$ cat config.mk
export PLATFORM = sky130hd
export DESIGN_NAME = link_write_arbiter
export DESIGN_NICKNAME = d
export VERILOG_FILES = /design/src/rtl/link_write_arbiter.sv
export SDC_FILE = /design/constraint.sdc
export NUM_CORES = 1
export LEC_CHECK = 0
export CAP_MARGIN = 40
export CELL_PAD_IN_SITES_DETAIL_PLACEMENT = 1
export CELL_PAD_IN_SITES_GLOBAL_PLACEMENT = 2
export CORE_ASPECT_RATIO = 0.5
export CORE_MARGIN = 5
export CORE_UTILIZATION = 25
export CTS_CLUSTER_SIZE = 20
export DETAILED_ROUTE_END_ITERATION = 8
export PLACE_DENSITY = 0.81
export SETUP_SLACK_MARGIN = 0.15
export SLEW_MARGIN = 5
export SYNTH_ARGS = -nofsm -noshare
export SYNTH_HDL_FRONTEND = slang
export SYNTH_SLANG_ARGS = --single-unit
$ cat constraint.sdc
create_clock -name clk -period 2.4 [get_ports clk]
set_input_delay 0.48 -clock clk [delete_from_list [all_inputs] [get_ports clk]]
set_output_delay 0.48 -clock clk [all_outputs]
set_load 0.05 [all_outputs]
$ cat src/rtl/link_write_arbiter.sv
// link_write_arbiter
// Picks one pending register-file write from up to NREQ clients and hands it
// to the serial transmitter as a single-cycle send, then holds off for the
// rest of the frame time before the next grant.
//
// Build option: define LINK_ARB_FIXED_PRIO_EN for fixed priority (lowest index
// wins, no round-robin pointer). Left undefined, arbitration is round-robin.

module link_write_arbiter #(
    parameter int NREQ       = 4,
    parameter int GAP_CYCLES = 9
) (
    input  logic              clk,
    input  logic              rst,
    input  logic [NREQ-1:0]   req,
    input  logic [2*NREQ-1:0] req_addr,
    input  logic [4*NREQ-1:0] req_data,
    output logic [NREQ-1:0]   ack,
    output logic              send,
    output logic [1:0]        taddr,
    output logic [3:0]        tdata,
    output logic              busy,
    output logic [2:0]        grant_id,
    output logic [7:0]        frames_sent
);

    // The gap counter is loaded with GAP_CYCLES-2 in SEND; together with the
    // SEND cycle and the IDLE decision cycle this makes one send-to-send loop
    // exactly GAP_CYCLES long.
    localparam int               CNT_W    = (GAP_CYCLES > 2) ? $clog2(GAP_CYCLES) : 1;
    localparam logic [CNT_W-1:0] GAP_LOAD = CNT_W'(GAP_CYCLES - 2);
    localparam logic [CNT_W-1:0] CNT_ONE  = CNT_W'(1);

    localparam logic [1:0] IDLE = 2'd0;
    localparam logic [1:0] SEND = 2'd1;
    localparam logic [1:0] GAP  = 2'd2;

    logic [1:0]       state;
    logic [CNT_W-1:0] gap_cnt;

    logic             win_found;
    logic [2:0]       win_idx;
    logic [1:0]       win_addr;
    logic [3:0]       win_data;

    // Reduce an arbitrary client number modulo NREQ into a 3-bit index.
    function automatic logic [2:0] wrap_idx(input int v);
        return 3'(v % NREQ);
    endfunction

    // One-hot acknowledge vector for a client index.
    function automatic logic [NREQ-1:0] onehot(input logic [2:0] idx);
        logic [NREQ-1:0] o;
        o = '0;
        for (int i = 0; i < NREQ; i++) begin
            o[i] = (idx == 3'(i));
        end
        return o;
    endfunction

`ifdef LINK_ARB_FIXED_PRIO_EN

    // Fixed priority: the lowest-numbered requesting client wins.
    always_comb begin
        win_found = 1'b0;
        win_idx   = 3'd0;
        for (int i = 0; i < NREQ; i++) begin
            if (!win_found && req[i]) begin
                win_found = 1'b1;
                win_idx   = 3'(i);
            end
        end
    end

`else

    logic [2:0]      rr_ptr;
    logic [NREQ-1:0] req_rot;

    // Round-robin: rotate the request vector so rr_ptr lands on bit 0, take
    // the first set bit, then map it back to the real client number.
    always_comb begin
        req_rot   = NREQ'({req, req} >> rr_ptr);
        win_found = 1'b0;
        win_idx   = 3'd0;
        for (int i = 0; i < NREQ; i++) begin
            if (!win_found && req_rot[i]) begin
                win_found = 1'b1;
                win_idx   = wrap_idx(int'(rr_ptr) + i);
            end
        end
    end

    // Advance the search start to just past each winner at grant time.
    always_ff @(posedge clk) begin
        if (rst) begin
            rr_ptr <= 3'd0;
        end else if (state == IDLE && win_found) begin
            rr_ptr <= wrap_idx(int'(win_idx) + 1);
        end
    end

`endif

    // Only the winner's address and data are routed towards the link.
    always_comb begin
        win_addr = 2'd0;
        win_data = 4'd0;
        for (int i = 0; i < NREQ; i++) begin
            if (win_idx == 3'(i)) begin
                win_addr = req_addr[2*i +: 2];
                win_data = req_data[4*i +: 4];
            end
        end
    end

    // Control FSM with the gap counter and the registered busy flag.
    always_ff @(posedge clk) begin
        if (rst) begin
            state   <= IDLE;
            gap_cnt <= '0;
            busy    <= 1'b0;
        end else begin
            case (state)
                IDLE: begin
                    if (win_found) begin
                        state <= SEND;
                        busy  <= 1'b1;
                    end
                end
                SEND: begin
                    gap_cnt <= GAP_LOAD;
                    if (GAP_LOAD == '0) begin
                        state <= IDLE;
                        busy  <= 1'b0;
                    end else begin
                        state <= GAP;
                    end
                end
                GAP: begin
                    // Counter reaches zero on the same edge that returns to IDLE.
                    if (gap_cnt <= CNT_ONE) begin
                        gap_cnt <= '0;
                        state   <= IDLE;
                        busy    <= 1'b0;
                    end else begin
                        gap_cnt <= gap_cnt - CNT_ONE;
                    end
                end
                default: begin
                    state   <= IDLE;
                    gap_cnt <= '0;
                    busy    <= 1'b0;
                end
            endcase
        end
    end

    // Capture the winning client's frame contents at grant; held afterwards.
    always_ff @(posedge clk) begin
        if (rst) begin
            taddr    <= 2'd0;
            tdata    <= 4'd0;
            grant_id <= 3'd0;
        end else if (state == IDLE && win_found) begin
            taddr    <= win_addr;
            tdata    <= win_data;
            grant_id <= win_idx;
        end
    end

    // Single-cycle send/ack pulses leaving SEND, plus the frame counter.
    always_ff @(posedge clk) begin
        if (rst) begin
            send        <= 1'b0;
            ack         <= '0;
            frames_sent <= 8'd0;
        end else if (state == SEND) begin
            send        <= 1'b1;
            ack         <= onehot(grant_id);
            frames_sent <= frames_sent + 8'd1;
        end else begin
            send        <= 1'b0;
            ack         <= '0;
        end
    end

endmodule

Word level (Yosys, flattened, before mapping)

Index checks and enable logic that the tools add are counted.
W data, S select, Z words.

Order comparisons: 1
Muxes and demuxes: 25
Add/subtract/negate cells: 6
Reduce and logical (&&, ||, !) cells: 17
Equality and inequality tests: 10
Shifts and indexed selects: 1
Bitwise gates (word level): 5

Operators with widths:

| kind                  | count |
|---|---|
| $mux W4               | 5 |
| $mux W2               | 7 |
| $eq A3 B2 Y1 const B  | 4 |
| $pmux W4 S3           | 1 |
| $reduce_or A2 Y1      | 5 |
| $mux W3               | 3 |
| $add A8 B1 Y8 const B | 1 |
| $shr A8 B3 Y4         | 1 |
| $mux W1               | 7 |
| $eq A3 B1 Y1 const B  | 2 |
| $logic_not A3 Y1      | 2 |
| $pmux W2 S3           | 1 |
| $add A2 B1 Y2 const B | 2 |
| $add A2 B2 Y2 const B | 2 |
| $and A1 B1 Y1 const A | 4 |
| $le A4 B1 Y1 const B  | 1 |
| $logic_and A1 B1 Y1   | 4 |
| $ne A2 B2 Y1 const B  | 2 |
| $sub A4 B1 Y4 const B | 1 |
| $logic_not A1 Y1      | 3 |
| $pmux W1 S3           | 1 |
| $reduce_and A3 Y1     | 1 |
| $eq A2 B1 Y1 const B  | 1 |
| $eq A2 B2 Y1 const B  | 1 |
| other kinds (3)       | 3 |

Output and inout bits: 23
Flip-flop bits (word level): 32
Input port bits: 30

Depth between registers and ports, before layout

Depth after elaboration: 16
Depth in mapped cells: 10
Mapped depth without buffers: 9

Worst setup path before layout

Ideal clock, no wire load.

Path kind: in2reg
Start: in req[1]
End: reg taddr[1]
Path buffers: 1
Stages on the path: 9
Arrival time: 2113 ps
Slack: 209 ps
Library setup time: 78 ps
Cells stage by stage: or3b_2 -> o221ai_1 -> inv_1 -> ha_1 -> clkbuf_1 -> nand3b_1 -> a221oi_1 -> a211oi_1 -> nor3_1

Longest elaborated chain between the ends: 16

RTL lines:

| item                  | RTL line | text |
|---|---|---|
| from (decl)           | 15       | `input logic [NREQ-1:0] req,` |
| $shr A8 B3 Y4 *       | 83       | `req_rot = NREQ'({req, req} >> rr_ptr);` |
| $mux W1               | 87       | `if (!win_found && req_rot[i]) begin` |
| $logic_not A1 Y1      | 87       |  |
| $logic_and A1 B1 Y1   | 87       |  |
| $mux W1               | 87       |  |
| $logic_not A1 Y1      | 87       |  |
| $logic_and A1 B1 Y1   | 87       |  |
| $mux W1               | 87       |  |
| $logic_not A1 Y1      | 87       |  |
| $logic_and A1 B1 Y1   | 87       |  |
| $mux W3 *             | 87       |  |
| via win_idx[0]        | 42       | `logic [2:0] win_idx;` |
| $logic_not A3 Y1      | 110      | `if (win_idx == 3'(i)) begin` |
| $mux W2 (3 in series) | 110      |  |
| $mux W2 *             | 110      |  |
| to (signal assigned)  | 166      | `taddr <= win_addr;` |
| to (decl)             | 20       | `output logic [1:0] taddr,` |

Mark *: on every way through the listed nets, which the timed path passes. The rest lies on a longest branch.
A chain may end at the register's enable or synchronous reset.

Worst setup path in the final report

Start: in req[2]
End: reg taddr[0]

Same word-level chain as after synthesis.

==> summary.md <==
| Metric | Value |
|---|---|
| Net Count, Synth | 226 |
| H-tree depth | 2 |
| Slew @ Worst Pin | 726 ps |
| Filler cells | 724 |
| Violation count after the first detailed-route iteration | 68 |
| Final Critical Period | ~2100 ps |
| Cell type of the slowest stage on the worst timing path | or3b_4 |
| Crit share post-route | 0.871 |
| DR WL/cell | 14.5 um |
| CORE AREA | 6080 um2 |
| Worst hold endpoint | taddr[0] |
| Synthesis-stage register bit count | 30 |
| Critical path arrival | about 2300 ps |
| Maximum VDD drop | 0.000284 V |
| Fin area | approximately 2600 um2 |
| Post-synth ARST share | 0 |
| Post-Syn Instances | between 150 and 200 |
| CTS clk-pin slew, worst paths | around 50 ps |
| Gr ovfl total | 0 |
| Largest net degree at the start of global routing | 16 |
| Final setup viols | 0 |
| Post-cts hold buffer count | 0 |
| Synth warn | 0 |
| Pwr dens | 744 nW/um2 |
| Buffer levels on the longest clock path | 2 |
| Synth top area share | 0.381 |
| R2r setup slk | between 300 and 400 ps |
| Clock sinks | 30 |
| Max Cap Viol | 0 |
| Max-slew violations | 0 |
| First drt pass iteration count | 4 |
| Outcome | completed |
| CP Max Fanout | 6 |
| Avg Cell Area, Syn | ~8.5 um2 |
| Port bufs | 51 |
| Unique masters post-synth | 39 |
| Worst Skew | 3.76 ps |
| DIE AREA | 8090 um2 |
| Register area share after synthesis | 0.381 |
| RSZ-0062 raised after global routing | no |
| Clock Latency Late Sink | 270 ps |
| Required time of the critical path | 2590 ps |
| Detail Route Antenna Nets | 0 |
| Hold path cells | 2 |
| Vias per cell | ~4.6 |
| Fmax | 478 MHz |
| Type of destination of the critical path | register |
| R2R depth | 11 |
| Post-Synthesis Cell Area | 1580 um2 |
| Final nets | around 300 |
| CP max stage delay | 390 ps |
| Layout cells sized above 1 | 0.209 |
| Vias in the first global route | 1691 |
| Min-Delay Path Class | reg -> reg |
| Die X | ~120 um |
| Crit-path leading delay family | simple AND/OR/NAND/NOR gates |
| CP Launch Type | input port |
| Final hold violations | 0 |
| Type of the worst setup path | in -> reg |
| Row cnt | 20 |
| Final Core Density | 0.422 |
| Total Wirelength | 4950 um |
| First-pass GRT wire length | 7990 um |
| Hpwl dp | around 3600 um |
| Hold Path Origin | taddr[0] |
| Ranking of synthesized cells by area | dfxtp_1 38%, ha_1 7.9%, a21oi_1 5.4% |
| Diodes inserted | 0 |
| Lkg Pwr | 0.00101 uW |
| Placed Instance Area | 2220 um2 |
| CTS root buf | clkbuf_16 |
| Initial Util | 0.259 |
| CP Cell Sequence | dlygate4sd2_1, or3b_4, o221ai_4, inv_2, ha_4, buf_6, nand3b_1, a221oi_2, a211oi_1, nor3_1 |
| # DRC | 0 |
| Initial antenna violation count | 0 |
| Reg-to-reg endpoint | taddr[0] |
| Post-synth EDFFs | 0 |
| FF-to-FF Start | rr_ptr[0] |
| CTS tree | built |
| All-Layer GR Usage | 0.125 |
| Inserted Clock Buffers | 5 |
| Worst path depth | 10 |
| Commonest register cell after synthesis | dfxtp_1 |
| Synth area leader | dfxtp_1 |
| Vias | approximately 1600 |
| Critical path buffers and inverters | 3 |
| Die Y | 66.1 um |
| Placer Congestion | 0.750 |
| Syn-to-layout area delta | 63.0% |
| IO Count | 53 |
| Rel. slew slack | 0.512 |
-- flip-flops by register name, indices dropped and copies added, names as in the netlist --
name,count
taddr,2
frames_sent,8
tdata,4
send,1
grant_id,2
gap_cnt,4
ack,4
state,2
rr_ptr,2
busy,1
-- layer usage --
metal / GRT usage / wire length, um / share of wire / up-vias
met5: 0 / 0 / 0 / -
met2: 0.217 / 2440 / 0.49 / 29
met4: 0.0460 / 31 / 0.0063 / 0
met3: 0.0299 / 181 / 0.037 / 5
li1: - / - / - / 788
met1: 0.152 / 2290 / 0.46 / 761
-- how the worst max path moves through the flow --
stage	slack [ps]	to	from
finish	310	taddr[0]	req[2]
CTS	210	tdata[0]	req[3]
detailed placement	-510	taddr[0]	req[1]
global placement	-400	taddr[1]	req[2]
global route	180	taddr[0]	req[2]
floorplan	210	taddr[1]	req[1]
-- cells in the final DEF (no fill, tap or decap), types with 4 or more instances in the layout --
master and count:
clkdlybuf4s50_1 47, dfxtp_1 29, inv_1 16, a21oi_1 16
nor2_1 16, buf_4 16, nand2_1 11, nor3_1 9
nand3b_1 7, a221oi_2 6, ha_1 6, or3_1 5
a211oi_1 5, clkbuf_16 5, nand4_1 4, xor2_1 4
-- where the power goes --
part | switching, uW | total, uW | leakage, uW | internal [uW]
clock | 211 | 621 | 0.0000739 | 410
sequential | 39.7 | 587 | 0.000246 | 547
combinational | 381 | 701 | 0.000686 | 320
total | 632 | 1910 | 0.00101 | 1280
-- worst reg2reg max path, stage by stage (launching register included) --
cell and delay [ps]:
dfxtp_1 380, inv_1 100, a21oi_2 130, o22ai_1 90, buf_4 160, buf_12 120
ha_4 180, buf_6 130, nand3b_1 170, a221oi_2 280, a211oi_1 80, nor3_1 170
-- through the flow --
| stage | hold slack (ps) | instances | TNS, ps | setup slack, ps | total power, uW |
|---|---|---|---|---|---|
| finish | 497 | 342 | 0 | 310 | 1910 |
| global route | 531 | 342 | 0 | 184 | 2010 |
| CTS | 504 | 341 | 0 | 213 | 1920 |
| detailed placement | 489 | 326 | -2840 | -513 | 1170 |
| global placement | 469 | 326 | -2150 | -396 | 1160 |
| floorplan | 469 | 186 | 0 | 209 | 962 |
-- cells by family after synthesis --
family,synth area share
adders and majority gates,0.0794
xor gates and xnor gates,0.0334
DFF,0.381
AOI/OAI and AO/OA,0.190
other,0.00238
muxes,0.0191
buffers and inverters,0.0802
and+or+nand+nor,0.214
-- synthesized netlist by cell type (2+ instances only) --
master	instances
dfxtp_1	30
a21oi_1	17
inv_1	17
nor2_1	16
nand2_1	11
ha_1	10
nor3_1	9
a211oi_1	8
nand3b_1	7
a221oi_1	6
clkbuf_1	6
or3_1	5
nand4_1	4
xor2_1	4
mux2i_1	3
o21ai_0	3
a31oi_1	2
and3_1	2
buf_2	2
buf_6	2
nand2b_1	2
o31ai_1	2
xnor2_1	2
-- area by class of cell --
type                       instances  area, um2  area share
multi-input combinational        128        968       0.377
timing repair buffer              71        676       0.263
sequential                        30        602       0.234
clock buffer                       7        143      0.0556
tap                               88        110      0.0429
inverter                          17       63.8      0.0249
clock inverter                     1       5.00     0.00195
-- timing repair --
action	4_1_cts	5_1_grt
endpoints found under the setup margin	6	6
gates resized for setup	29	8
setup buffers	7	1
pin swaps	14	3
No activity file was read; power rests on OpenSTA's default activity.
==> edit (config.mk and constraints unchanged) <==
Make the reset (`rst`) asynchronous in 4 clocked blocks.
--- a/src/rtl/link_write_arbiter.sv
+++ b/src/rtl/link_write_arbiter.sv
@@ -92,7 +92,7 @@
     end
 
     // Advance the search start to just past each winner at grant time.
-    always_ff @(posedge clk) begin
+    always_ff @(posedge clk or posedge rst) begin
         if (rst) begin
             rr_ptr <= 3'd0;
         end else if (state == IDLE && win_found) begin
@@ -115,7 +115,7 @@
     end
 
     // Control FSM with the gap counter and the registered busy flag.
-    always_ff @(posedge clk) begin
+    always_ff @(posedge clk or posedge rst) begin
         if (rst) begin
             state   <= IDLE;
             gap_cnt <= '0;
@@ -157,7 +157,7 @@
     end
 
     // Capture the winning client's frame contents at grant; held afterwards.
-    always_ff @(posedge clk) begin
+    always_ff @(posedge clk or posedge rst) begin
         if (rst) begin
             taddr    <= 2'd0;
             tdata    <= 4'd0;
@@ -170,7 +170,7 @@
     end
 
     // Single-cycle send/ack pulses leaving SEND, plus the frame counter.
-    always_ff @(posedge clk) begin
+    always_ff @(posedge clk or posedge rst) begin
         if (rst) begin
             send        <= 1'b0;
             ack         <= '0;
Function: differs if rst is asserted again (counterexample within 4 cycles, from zero or initial values and one cycle with rst high); with rst held inactive, the same outputs for 4 cycles.
==> edit against the unedited design <==
Die area is 2.7% higher. Sequential cell count stayed put. Wire length is 3.9% lower. Register-to-register slack worse by 70 ps. Setup slack worse by 46 ps. Area after synthesis is 3.1% higher. Global-route usage is 0.53 points lower. Critical path depth stayed put. Cell area is 2.8% lower. Critical path type is now register to register. Highest routed layer unchanged.
Power is not compared: it rests on default switching activity, and its combinational part moved more than twofold at a synthesized area within 25%.
==> edit: results (changes against the unedited design) <==
status: "complete, no violations"  # unchanged
wl_met1_um: 2000  # was 2290 um
drt_iter0_drc: 32  # was 68
wl_per_cell_um: 15.1  # was 14.5 um
post_cts_buffers: 0  # was 7
met3_wirelength_um: 122  # was 181 um
r2r-start: "rr_ptr[1]"  # was rr_ptr[0]
synthMuxAreaShare_pct: 4.39  # was 1.91%
use_met3_pct: 2.46  # was 2.99%
critPathSlowestCell: "dfrtp_2"  # was or3b_4
hold_end: "frames_sent[7]"  # was taddr[0]
worst_slew_pin_slew_ps: 738  # was 726 ps
worstHoldPathCells: 1  # was 2
grt_pass1_vias: 1576  # was 1691
r2r_setup_slack_ps: 260  # was 330 ps
synth-seq-area-share_pct: 46.2  # was 38.1%
use_met1_pct: 14.2  # was 15.2%
min_period_ps: 2140  # was 2090 ps
nets: 265  # was 293
synth_compound_area_share_pct: 17.2  # was 19.0%
pre_cts_ws_ps: -305  # was -513 ps
synthCells: 161  # was 186
place_area_um2: 2290  # was 2220 um^2
ys_top_cells_by_count: "dfrtp_1, inv_1, nor2_1, nand2_1"  # was dfxtp_1, a21oi_1, inv_1, nor2_1, nand2_1
synth_xor_area_share_pct: 3.78  # was 3.34%
rr_worst_depth: 10  # was 11
hold_ws_ps: 485  # was 497 ps
grtUsageMet2_pct: 21.7  # about the same
fin_util_pct: 40.4  # was 42.2%
track_usage_pct: 12.0  # was 12.5%
stdcell_count: 314  # was 342
drive_gt1_share_pct: 15.9  # was 20.9%
ys.flop_type: "dfrtp_1"  # was dfxtp_1
ctsResizeCount: 13  # was 29
ys_async_sr_fraction_pct: 100  # was 0%
ys_top_cells_by_area: "dfrtp_1, ha_1, inv_1"  # was dfxtp_1, ha_1, a21oi_1
-- edit: cell count changes after synthesis, moves of 3 or more --
cell / change
a211o_1: +5
nand3_1: +3
dfrtp_1: +30
nor3_1: -5
nor2_1: -3
a21oi_1: -7
a31oi_1: +3
or3_1: -4
dfxtp_1: -30
nand3b_1: -7
a211oi_1: -6
-- edit: power by group --
| part | total [W] | switching, W | internal, W |
|---|---|---|---|
| clock network | 0.000614 | 0.000205 | 0.000410 |
| logic | 0.00210 | 0.00127 | 0.000825 |
| registers | 0.000920 | 0.000192 | 0.000728 |
-- edit: worst max-delay path: cells and delay by family (launching register included) --
kind	cells	cell delay, ps
AOI/OAI and AO/OA	5	820
adders and majority gates	1	170
buffers and inverters	2	320
DFF	1	450
and+or+nand+nor	2	300
-- edit: layout make-up --
class | count | share of cell area (%)
clock buffers | 7 | 5.71
flip-flops and latches | 30 | 30.1
multi-input cells | 107 | 32.5
well taps | 88 | 4.41
repair buffers | 64 | 24.5
clock inverters | 1 | 0.201
inverters | 17 | 2.56
